--- src/rtl/ram_march_bist.sv ---
// ram_march_bist: March C- built-in self-test initiator for the 8x8 single-port RAM.
// Drives the RAM data/addr/we port, checks q, reports pass/fail with the first
// failing address and the expected-XOR-observed bit mask.
// Optional feature macro: BIST_CHECKERBOARD_EN -- when defined, the solid-background
// pass (0x00/0xFF) is followed by a second pass with background 0x55/0xAA.
module ram_march_bist #(
   parameter int unsigned DATA_W = 8,
   parameter int unsigned ADDR_W = 3
) (
   input  logic              clk,
   input  logic              rst_n,
   input  logic              start,
   output logic              busy,
   output logic              done,
   output logic              pass,
   output logic [ADDR_W-1:0] fail_addr,
   output logic [DATA_W-1:0] fail_data,
   output logic [DATA_W-1:0] ram_data,
   output logic [ADDR_W-1:0] ram_addr,
   output logic              ram_we,
   input  logic [DATA_W-1:0] ram_q
);

   localparam int unsigned       DEPTH     = 1 << ADDR_W;
   localparam logic [ADDR_W-1:0] LAST_ADDR = ADDR_W'(DEPTH - 1);
   localparam logic [DATA_W-1:0] SOLID_BG  = '0;
   localparam logic [DATA_W-1:0] CHECK_BG  = {(DATA_W / 2){2'b01}};

`ifdef BIST_CHECKERBOARD_EN
   localparam bit CB_EN = 1'b1;
`else
   localparam bit CB_EN = 1'b0;
`endif

   typedef enum logic [1:0] {
      ST_IDLE,
      ST_RUN,
      ST_DONE
   } state_t;

   // March C- elements in execution order
   typedef enum logic [2:0] {
      EL_W0,    // up   (wB)
      EL_R0W1,  // up   (rB,  w~B)
      EL_R1W0,  // up   (r~B, wB)
      EL_DR0W1, // down (rB,  w~B)
      EL_DR1W0, // down (r~B, wB)
      EL_R0     // up   (rB)
   } elem_t;

   state_t state;
   elem_t  elem;
   logic   second_phase;   // 0: RD cycle, 1: RW or CMP cycle of the current address
   logic   cb_pass;        // running the checkerboard background pass

   logic [DATA_W-1:0] bg_c;
   logic [DATA_W-1:0] wr_pat_c;
   logic [DATA_W-1:0] rd_exp_c;
   logic              down_c;
   logic              term_c;
   logic [ADDR_W-1:0] step_addr_c;
   elem_t             next_elem_c;
   logic [ADDR_W-1:0] next_first_c;
   logic              mismatch_c;

   // Pattern selection, address stepping and the read compare for the current element
   always_comb begin
      bg_c         = cb_pass ? CHECK_BG : SOLID_BG;
      wr_pat_c     = bg_c;
      rd_exp_c     = bg_c;
      down_c       = 1'b0;
      next_elem_c  = EL_W0;
      next_first_c = '0;

      case (elem)
         EL_W0:    begin wr_pat_c = bg_c;  rd_exp_c = bg_c;  next_elem_c = EL_R0W1;  end
         EL_R0W1:  begin wr_pat_c = ~bg_c; rd_exp_c = bg_c;  next_elem_c = EL_R1W0;  end
         EL_R1W0:  begin wr_pat_c = bg_c;  rd_exp_c = ~bg_c; next_elem_c = EL_DR0W1;
                         next_first_c = LAST_ADDR; end
         EL_DR0W1: begin wr_pat_c = ~bg_c; rd_exp_c = bg_c;  next_elem_c = EL_DR1W0;
                         next_first_c = LAST_ADDR; down_c = 1'b1; end
         EL_DR1W0: begin wr_pat_c = bg_c;  rd_exp_c = ~bg_c; next_elem_c = EL_R0;
                         down_c = 1'b1; end
         EL_R0:    begin wr_pat_c = '0;    rd_exp_c = bg_c;  next_elem_c = EL_W0;    end
         default:  begin wr_pat_c = '0;    rd_exp_c = '0;    next_elem_c = EL_W0;    end
      endcase

      term_c      = down_c ? (ram_addr == '0) : (ram_addr == LAST_ADDR);
      step_addr_c = down_c ? (ram_addr - ADDR_W'(1)) : (ram_addr + ADDR_W'(1));
      mismatch_c  = (ram_q != rd_exp_c);
   end

   // Run sequencer: start handling, March element walk, compare/abort and result capture
   always_ff @(posedge clk or negedge rst_n) begin
      if (!rst_n) begin
         state        <= ST_IDLE;
         elem         <= EL_W0;
         second_phase <= 1'b0;
         cb_pass      <= 1'b0;
         busy         <= 1'b0;
         done         <= 1'b0;
         pass         <= 1'b0;
         fail_addr    <= '0;
         fail_data    <= '0;
         ram_data     <= '0;
         ram_addr     <= '0;
         ram_we       <= 1'b0;
      end else begin
         case (state)
            ST_IDLE: begin
               done     <= 1'b0;
               ram_we   <= 1'b0;
               ram_addr <= '0;
               ram_data <= '0;
               if (start) begin
                  // first busy cycle is the E0 write of address 0
                  state        <= ST_RUN;
                  busy         <= 1'b1;
                  pass         <= 1'b0;
                  fail_addr    <= '0;
                  fail_data    <= '0;
                  elem         <= EL_W0;
                  second_phase <= 1'b0;
                  cb_pass      <= 1'b0;
                  ram_we       <= 1'b1;
                  ram_addr     <= '0;
                  ram_data     <= SOLID_BG;
               end
            end

            ST_RUN: begin
               if (elem == EL_W0) begin
                  if (term_c) begin
                     elem         <= next_elem_c;
                     second_phase <= 1'b0;
                     ram_we       <= 1'b0;
                     ram_addr     <= next_first_c;
                     ram_data     <= '0;
                  end else begin
                     ram_addr <= step_addr_c;
                     ram_data <= wr_pat_c;
                  end
               end else if (!second_phase) begin
                  // RD issued this cycle; follow with RW (same address) or CMP for E5
                  second_phase <= 1'b1;
                  ram_we       <= (elem != EL_R0);
                  ram_data     <= (elem != EL_R0) ? wr_pat_c : '0;
               end else if (mismatch_c) begin
                  // the write of this RW cycle still lands; only the first mismatch is kept
                  state     <= ST_DONE;
                  busy      <= 1'b0;
                  done      <= 1'b1;
                  pass      <= 1'b0;
                  fail_addr <= ram_addr;
                  fail_data <= rd_exp_c ^ ram_q;
                  ram_we    <= 1'b0;
                  ram_addr  <= '0;
                  ram_data  <= '0;
               end else if (!term_c) begin
                  second_phase <= 1'b0;
                  ram_we       <= 1'b0;
                  ram_addr     <= step_addr_c;
                  ram_data     <= '0;
               end else if (elem != EL_R0) begin
                  elem         <= next_elem_c;
                  second_phase <= 1'b0;
                  ram_we       <= 1'b0;
                  ram_addr     <= next_first_c;
                  ram_data     <= '0;
               end else if (CB_EN && !cb_pass) begin
                  // solid pass clean: restart the march on the checkerboard background
                  cb_pass      <= 1'b1;
                  elem         <= EL_W0;
                  second_phase <= 1'b0;
                  ram_we       <= 1'b1;
                  ram_addr     <= '0;
                  ram_data     <= CHECK_BG;
               end else begin
                  state    <= ST_DONE;
                  busy     <= 1'b0;
                  done     <= 1'b1;
                  pass     <= 1'b1;
                  ram_we   <= 1'b0;
                  ram_addr <= '0;
                  ram_data <= '0;
               end
            end

            ST_DONE: begin
               // start is ignored during the done cycle
               state <= ST_IDLE;
               done  <= 1'b0;
            end

            default: begin
               state  <= ST_IDLE;
               busy   <= 1'b0;
               done   <= 1'b0;
               ram_we <= 1'b0;
            end
         endcase
      end
   end

endmodule

--- config.mk ---
export PLATFORM = sky130hd
export DESIGN_NAME = ram_march_bist
export DESIGN_NICKNAME = d
export VERILOG_FILES = /design/src/rtl/ram_march_bist.sv
export SDC_FILE = /design/constraint.sdc
export NUM_CORES = 1
export LEC_CHECK = 0
export ABC_CLOCK_PERIOD_IN_PS = 4750
export CAP_MARGIN = 20
export CORE_MARGIN = 1
export CORE_UTILIZATION = 52
export CTS_CLUSTER_DIAMETER = 30
export DETAILED_ROUTE_END_ITERATION = 10
export GPL_ROUTABILITY_DRIVEN = 0
export GPL_TIMING_DRIVEN = 0
export PLACE_DENSITY_LB_ADDON = 0.05
export SLEW_MARGIN = 30
export SYNTH_ARGS = -nofsm -noshare
export SYNTH_HDL_FRONTEND = slang
export SYNTH_SLANG_ARGS = --single-unit
export TNS_END_PERCENT = 5
--- constraint.sdc ---
create_clock -name clk -period 4.75 [get_ports clk]
set_clock_uncertainty 0.15 [all_clocks]
set_input_delay 0.95 -clock clk [delete_from_list [all_inputs] [get_ports clk]]
set_output_delay 0.95 -clock clk [all_outputs]
set_load 0.03 [all_outputs]
==> results of run 1 <==
==> cell families after synthesis <==
| group | share of synthesized area (%) |
|---|---|
| compound gates | 25.9 |
| xor+xnor | 5.43 |
| fa+ha+maj | 1.24 |
| buf+inv | 10.6 |
| flops | 38.8 |
| mux | 0.621 |
| simple gates | 17.4 |
==> sequential cells by signal (all words and copies together), names as in the netlist <==
name,flops
ram_data,1
state,2
ram_we,1
fail_data,8
ram_addr,3
pass,1
fail_addr,3
second_phase,1
elem,3
done,1
busy,1
==> worst reg2reg max path, cell delays in order (launching register included) <==
cell      delay (ns)
dfrtp_1         0.38
buf_4           0.17
clkbuf_8        0.17
nand2_1         0.07
nor2_1          0.04
a21oi_1         0.35
fa_1            0.28
xnor2_1         0.10
a21o_2          0.23
a221oi_1        0.25
==> final cells by class <==
class                      count  area share [%]
buffer                        18            7.68
clock buffer                   3            1.11
clock inverter                 1           0.369
inverter                       4           0.737
multi-input combinational    115            40.0
sequential                    25            30.7
tap                           31            1.90
timing repair buffer          36            17.4
==> power by group through the flow <==
stage               Clock (mW)  Sequential [mW]  Combinational, mW
CTS                      0.102            0.339              0.695
detailed placement           0            0.343              0.690
floorplan                    0            0.438              0.382
global route             0.110            0.348              0.742
finish                   0.101            0.340              0.693
global placement             0            0.339              0.671
==> placed cells by master (no fill, tap or decap), types with 4 or more instances in the layout <==
cell type	synthesis	routed
clkdlybuf4s50_1	0	35
a21oi_1	6	6
nor2_1	12	12
clkbuf_4	1	4
buf_4	10	10
clkbuf_8	4	4
inv_1	4	4
o21ai_0	6	6
xnor2_1	10	10
dfrtp_1	25	25
nand2_1	10	10
o2bb2ai_1	10	10
==> routing by layer <==
metal | vias to the layer above | GRT usage [%] | wire length (microns)
met5 | - | 0 | 0
met3 | 5 | 2.46 | 147
met2 | 46 | 40.0 | 1750
met1 | 660 | 30.4 | 1630
met4 | 0 | 9.52 | 51
li1 | 671 | - | -
==> worst max-delay path by stage <==
stage / endpoint / slack [ns] / depth (start not counted)
2_1_floorplan: fail_data[0] / 2.40 / 6
3_3_place_gp: fail_data[5] / 1.64 / 7
3_5_place_dp: fail_data[1] / 1.62 / 7
4_1_cts: fail_data[1] / 1.96 / 7
5_1_grt: elem[2] / 1.79 / 6
6_report: fail_data[4] / 1.95 / 7
==> results by group, run 1 <==
Status
  • Outcome: finished with violations
  • Violated checks: DRC

Global route
  • Initial antenna violation count: 0
  • Number of global-route vias before repair: 1339
  • GRT Overall Usage: 23.3%
  • Largest net degree at the start of global routing: 26
  • Global route overflow: 0
  • Global-route wire length before repair: 5970 microns

Drt
  • Vias per cell: 5.93
  • Final ANT Viol Nets: 0
  • DRT iter0 DRCs: 54
  • DRC: 4
  • Pre-antenna DRT Iters: 9
  • Routed WL: 3570 microns
  • Via Count: 1382
  • Mean routed wirelength per cell: 15.3 microns

Synth
  • Area contributors post-synth: dfrtp_1 (39%), o2bb2ai_1 (5.4%), xnor2_1 (5.4%)
  • Synth Instances: 162
  • Post-synth net total: 174
  • Syn Area/Cell: 9.96 sq um
  • Synth top area share: 38.8%
  • Post-Synthesis Cell Area: 1610 sq um
  • Yosys reg bits: 25
  • Yosys warnings: 0
  • Post-synth EDFFs: 0
  • Async SR Flop Fraction: 100%
  • Sequential-to-total area share from yosys stat: 38.8%
  • Most frequent cell after synthesis: dfrtp_1
  • Synth top cells by count: dfrtp_1 (25), nor2_1 (12)
  • Synth area leader: dfrtp_1
  • Post-synth top flop: dfrtp_1
  • Synth unique cells: 53

Timing
  • Worst hold slack: 0.353 ns
  • RSZ-0062 raised after global routing: no
  • Final Hold Vio Count: 0
  • Slew HR: 58.4%
  • Max-slew violation count: 0
  • Final worst-path cycle share: 59.0%
  • Setup-failing EPs final: 0
  • Slew @ Worst Pin: 0.621 ns
  • Min Clock Period, post-route: 2.80 ns
  • Fmax: 357 MHz
  • Min setup slack post-route: 1.95 ns
  • Setup TNS: 0 ns

Power and ir drop
  • PwrDens: 557 nW/um^2
  • Reg power frac: 30.0%
  • P_leak: 0.826 nW
  • Switching Fraction: 45.9%
  • Overall power: 1.13 mW
  • Int Pwr: 0.613 mW
  • Clock Power Share: 8.9%
  • Highest ir drop seen on vdd: 365 uV
  • Logic pwr share: 61.1%
  • Sw power: 0.521 mW

Worst hold path
  • Worst hold path type: flip-flop to flip-flop
  • Hold path start: fail_data[5]
  • Hold path depth: 1
  • Hold Path End: fail_data[5]

Setup path
  • Crit-path max cell delay: 0.65 ns
  • Reg-to-reg slack, setup: 2.47 ns
  • Reg-to-Reg End: ram_addr[2]
  • CP Buf/Inv Count: 2
  • WP data required: 4.86 ns
  • CP max-delay cell: o41ai_4
  • Worst R2R Path Depth: 9
  • CP Cell Sequence: clkdlybuf4s50_1 > nand4_1 > o41ai_4 > o21ba_2 > a21o_1 > buf_6 > o2bb2ai_1
  • RR Startpoint: elem[0]
  • Crit path DAT: 2.91 ns
  • CP Launch Type: input port
  • Critical path's top delay family: compound AO/OA/AOI/OAI gates
  • Crit. End Element: flip-flop
  • Worst Setup SP: ram_q[0]
  • CP max FO: 9
  • CP Class: input port to flip-flop

Floorplanning
  • Die Y-Extent: 57.7 microns
  • Die Area: 3330 sq um
  • Number of top-level pins: 37
  • Core area: 2850 sq um
  • Starting Density: 56.5%
  • DIE WIDTH: 57.7 microns
  • Rows: 19

Layout
  • Flip-flop and latch area: 626 sq um
  • Area Growth Syn to Fin: 26.3%
  • Final #Nets: 215
  • Fill cells: 222
  • Share of layout cells above drive strength 1: 17.3%
  • Final instance area: 2040 sq um
  • Multi-input logic area: 816 sq um
  • Diodes inserted: 0
  • Final Non-Filler Cells: 233
  • Final Util: 71.4%

Clocking
  • CTS tree: built
  • Post_cts resized: 0
  • CTS root buf: clkbuf_4
  • # hold bufs at CTS: 0
  • Clk Latency, worst-skew pair: 0.33 ns
  • H-tree Lvls: 1
  • Clock sink count: 25
  • CTS max path bufs: 2
  • Post-CTS Setup Bufs: 0
  • Clock transition at path regs: 0.14 ns
  • CTS Buf Count: 3

Placed design
  • Port Buffers: 36
  • DP Worst Slack: 1.62 ns
  • Hpwl dp: 2660 microns
  • Placed cell count: 229
  • DP Area: 2010 sq um

Run
  • MaxCap Viol Count: 0
Note: power is estimated with default switching activity, not from simulation.
==> run 2, diff against run 1 <==
--- a/config.mk
+++ b/config.mk
@@ -5,10 +5,10 @@
 export SDC_FILE = /design/constraint.sdc
 export NUM_CORES = 1
 export LEC_CHECK = 0
-export ABC_CLOCK_PERIOD_IN_PS = 4750
+export ABC_CLOCK_PERIOD_IN_PS = 2300
 export CAP_MARGIN = 20
 export CORE_MARGIN = 1
-export CORE_UTILIZATION = 52
+export CORE_UTILIZATION = 45
 export CTS_CLUSTER_DIAMETER = 30
 export DETAILED_ROUTE_END_ITERATION = 10
 export GPL_ROUTABILITY_DRIVEN = 0
==> constraint.sdc (replaced) <==
create_clock -name clk -period 2.3 [get_ports clk]
set_clock_uncertainty 0.15 [all_clocks]
set_input_delay 0.46 -clock clk [delete_from_list [all_inputs] [get_ports clk]]
set_output_delay 0.46 -clock clk [all_outputs]
set_load 0.03 [all_outputs]
==> results by group, run 2 (same netlist as run 1, synthesis figures left out) <==
Status
  • Outcome: finished, final reports clean

Global route
  • Number of global-route vias before repair: 1330
  • Initial antenna violation count: 0
  • GRT Overall Usage: 20.6%
  • Largest net degree at the start of global routing: 26
  • Global route overflow: 0
  • Global-route wire length before repair: 5770 microns

Timing
  • Setup TNS: 0 ns
  • Slew HR: 63.9%
  • Slew @ Worst Pin: 0.542 ns
  • Min Clock Period, post-route: 2.20 ns
  • Final worst-path cycle share: 95.7%
  • Setup-failing EPs final: 0
  • Max-slew violation count: 0
  • Fmax: 454 MHz
  • Final Hold Vio Count: 0
  • RSZ-0062 raised after global routing: yes
  • Min setup slack post-route: 0.0985 ns
  • Worst hold slack: 0.352 ns

Floorplanning
  • Starting Density: 47.6%
  • Number of top-level pins: 37
  • Die Area: 3830 sq um
  • Core area: 3390 sq um
  • Rows: 21
  • DIE WIDTH: 61.9 microns
  • Die Y-Extent: 61.9 microns

Layout
  • Final Util: 63.0%
  • Diodes inserted: 0
  • Share of layout cells above drive strength 1: 22.4%
  • Largest Register: fail_data
  • Number of flip-flops in the largest register: 8
  • Most frequent cells in the layout: clkdlybuf4s50_1 (35), dfrtp_1 (23), nor2_1 (12)
  • Area Growth Syn to Fin: 32.4%
  • Final instance area: 2130 sq um
  • Commonest non-fill, non-tap cell in the layout: clkdlybuf4s50_1
  • Final #Nets: 218
  • Fill cells: 284
  • Final Non-Filler Cells: 251

Drt
  • Mean routed wirelength per cell: 14.7 microns
  • DRT iter0 DRCs: 33
  • DRC: 0
  • Via Count: 1413
  • Routed WL: 3680 microns
  • Vias per cell: 5.63
  • Final ANT Viol Nets: 0
  • Pre-antenna DRT Iters: 5

Placed design
  • DP Worst Slack: -0.341 ns
  • Hpwl dp: 2710 microns
  • Port Buffers: 36
  • Placed cell count: 244
  • DP Area: 2030 sq um

Setup path
  • Reg-to-reg slack, setup: 0.1 ns
  • CP Launch Type: flip-flop
  • WP data required: 2.38 ns
  • CP Class: flip-flop to flip-flop
  • Worst Setup SP: ram_addr[0]
  • Worst R2R Path Depth: 7
  • Crit path DAT: 2.29 ns
  • Reg-to-Reg End: elem[1]
  • CP max FO: 7
  • RR Startpoint: ram_addr[0]
  • Crit. End Element: flip-flop
  • Crit path capture: elem[1]

Clocking
  • H-tree Lvls: 1
  • CTS max path bufs: 2
  • CTS root buf: clkbuf_4
  • CTS tree: built
  • CTS Buf Count: 3
  • Clock sink count: 25
  • Clock transition at path regs: 0.13 ns
  • Clk Latency, worst-skew pair: 0.31 ns

Run
  • MaxCap Viol Count: 0

Power and ir drop
  • Int Pwr: 1.28 mW
  • Reg power frac: 30.0%
  • Clock Power Share: 8.2%
  • PwrDens: 1100 nW/um^2
  • Highest ir drop seen on vdd: 838 uV
  • Sw power: 1.06 mW
  • Switching Fraction: 45.3%
  • P_leak: 0.853 nW
  • Overall power: 2.35 mW
  • Logic pwr share: 61.8%

Worst hold path
  • Worst hold path type: flip-flop to flip-flop
[run 2: cell count changes in the layout (fill, tap and decap cells not counted), sizes merged]
cell / delta
clkbuf: +1
buf: +2
clkinvlp: -1
dlygate4sd3: +1
[run 2: layout make-up]
| cell class | instances | area (sq um) | area share [%] |
|---|---|---|---|
| Sequential cell | 25 | 628 | 29.4 |
| Clock buffer | 4 | 26.3 | 1.23 |
| Multi-Input combinational cell | 115 | 866 | 40.6 |
| Buffer | 18 | 161 | 7.56 |
| Inverter | 4 | 15.0 | 0.703 |
| Tap cell | 46 | 57.6 | 2.70 |
| Timing Repair Buffer | 39 | 380 | 17.8 |
[run 2: worst min path at each step]
stage                 start  slack [ns]  depth (start not counted)      endpoint
6_report       fail_data[4]        0.35                          1  fail_data[4]
5_1_grt                busy        0.37                          1          busy
3_5_place_dp   fail_data[0]        0.33                          1  fail_data[0]
4_1_cts        fail_data[0]        0.36                          1  fail_data[0]
2_1_floorplan         rst_n        0.01                          0          busy
3_3_place_gp   fail_data[7]        0.32                          1  fail_data[7]
[run 2: timing repair]
action / CTS / global route
resized for setup: 1 / 12
endpoints found under the hold margin: 25 / 0
hold buffers: 1 / 0
buffers inserted: 2 / 0
gates cloned: 0 / 0
setup endpoints to repair: 9 / 19
pin swaps: 1 / 0
[run 2: critical path: stages, from the launching register on]
cell	delay (ns)
dfrtp_1	0.47
nor3_1	0.33
a22o_2	0.19
nand2_1	0.09
and2_1	0.15
clkbuf_4	0.17
or4_1	0.39
o211ai_1	0.18
[run 2: power groups by stage]
stage	Clock [mW]	Combinational [mW]	Sequential, mW
CTS	0.202	1.43	0.699
finish	0.193	1.45	0.705
detailed placement	0	1.42	0.708
floorplan	0	0.788	0.904
global placement	0	1.39	0.701
global route	0.214	1.57	0.727
[run 2: layer usage]
layer / global-route usage [%] / routed length (microns) / vias up
li1: - / - / 678
met2: 35.6 / 1830 / 62
met5: 0 / 0 / -
met1: 25.7 / 1580 / 668
met4: 9.52 / 42 / 0
met3: 2.28 / 233 / 5
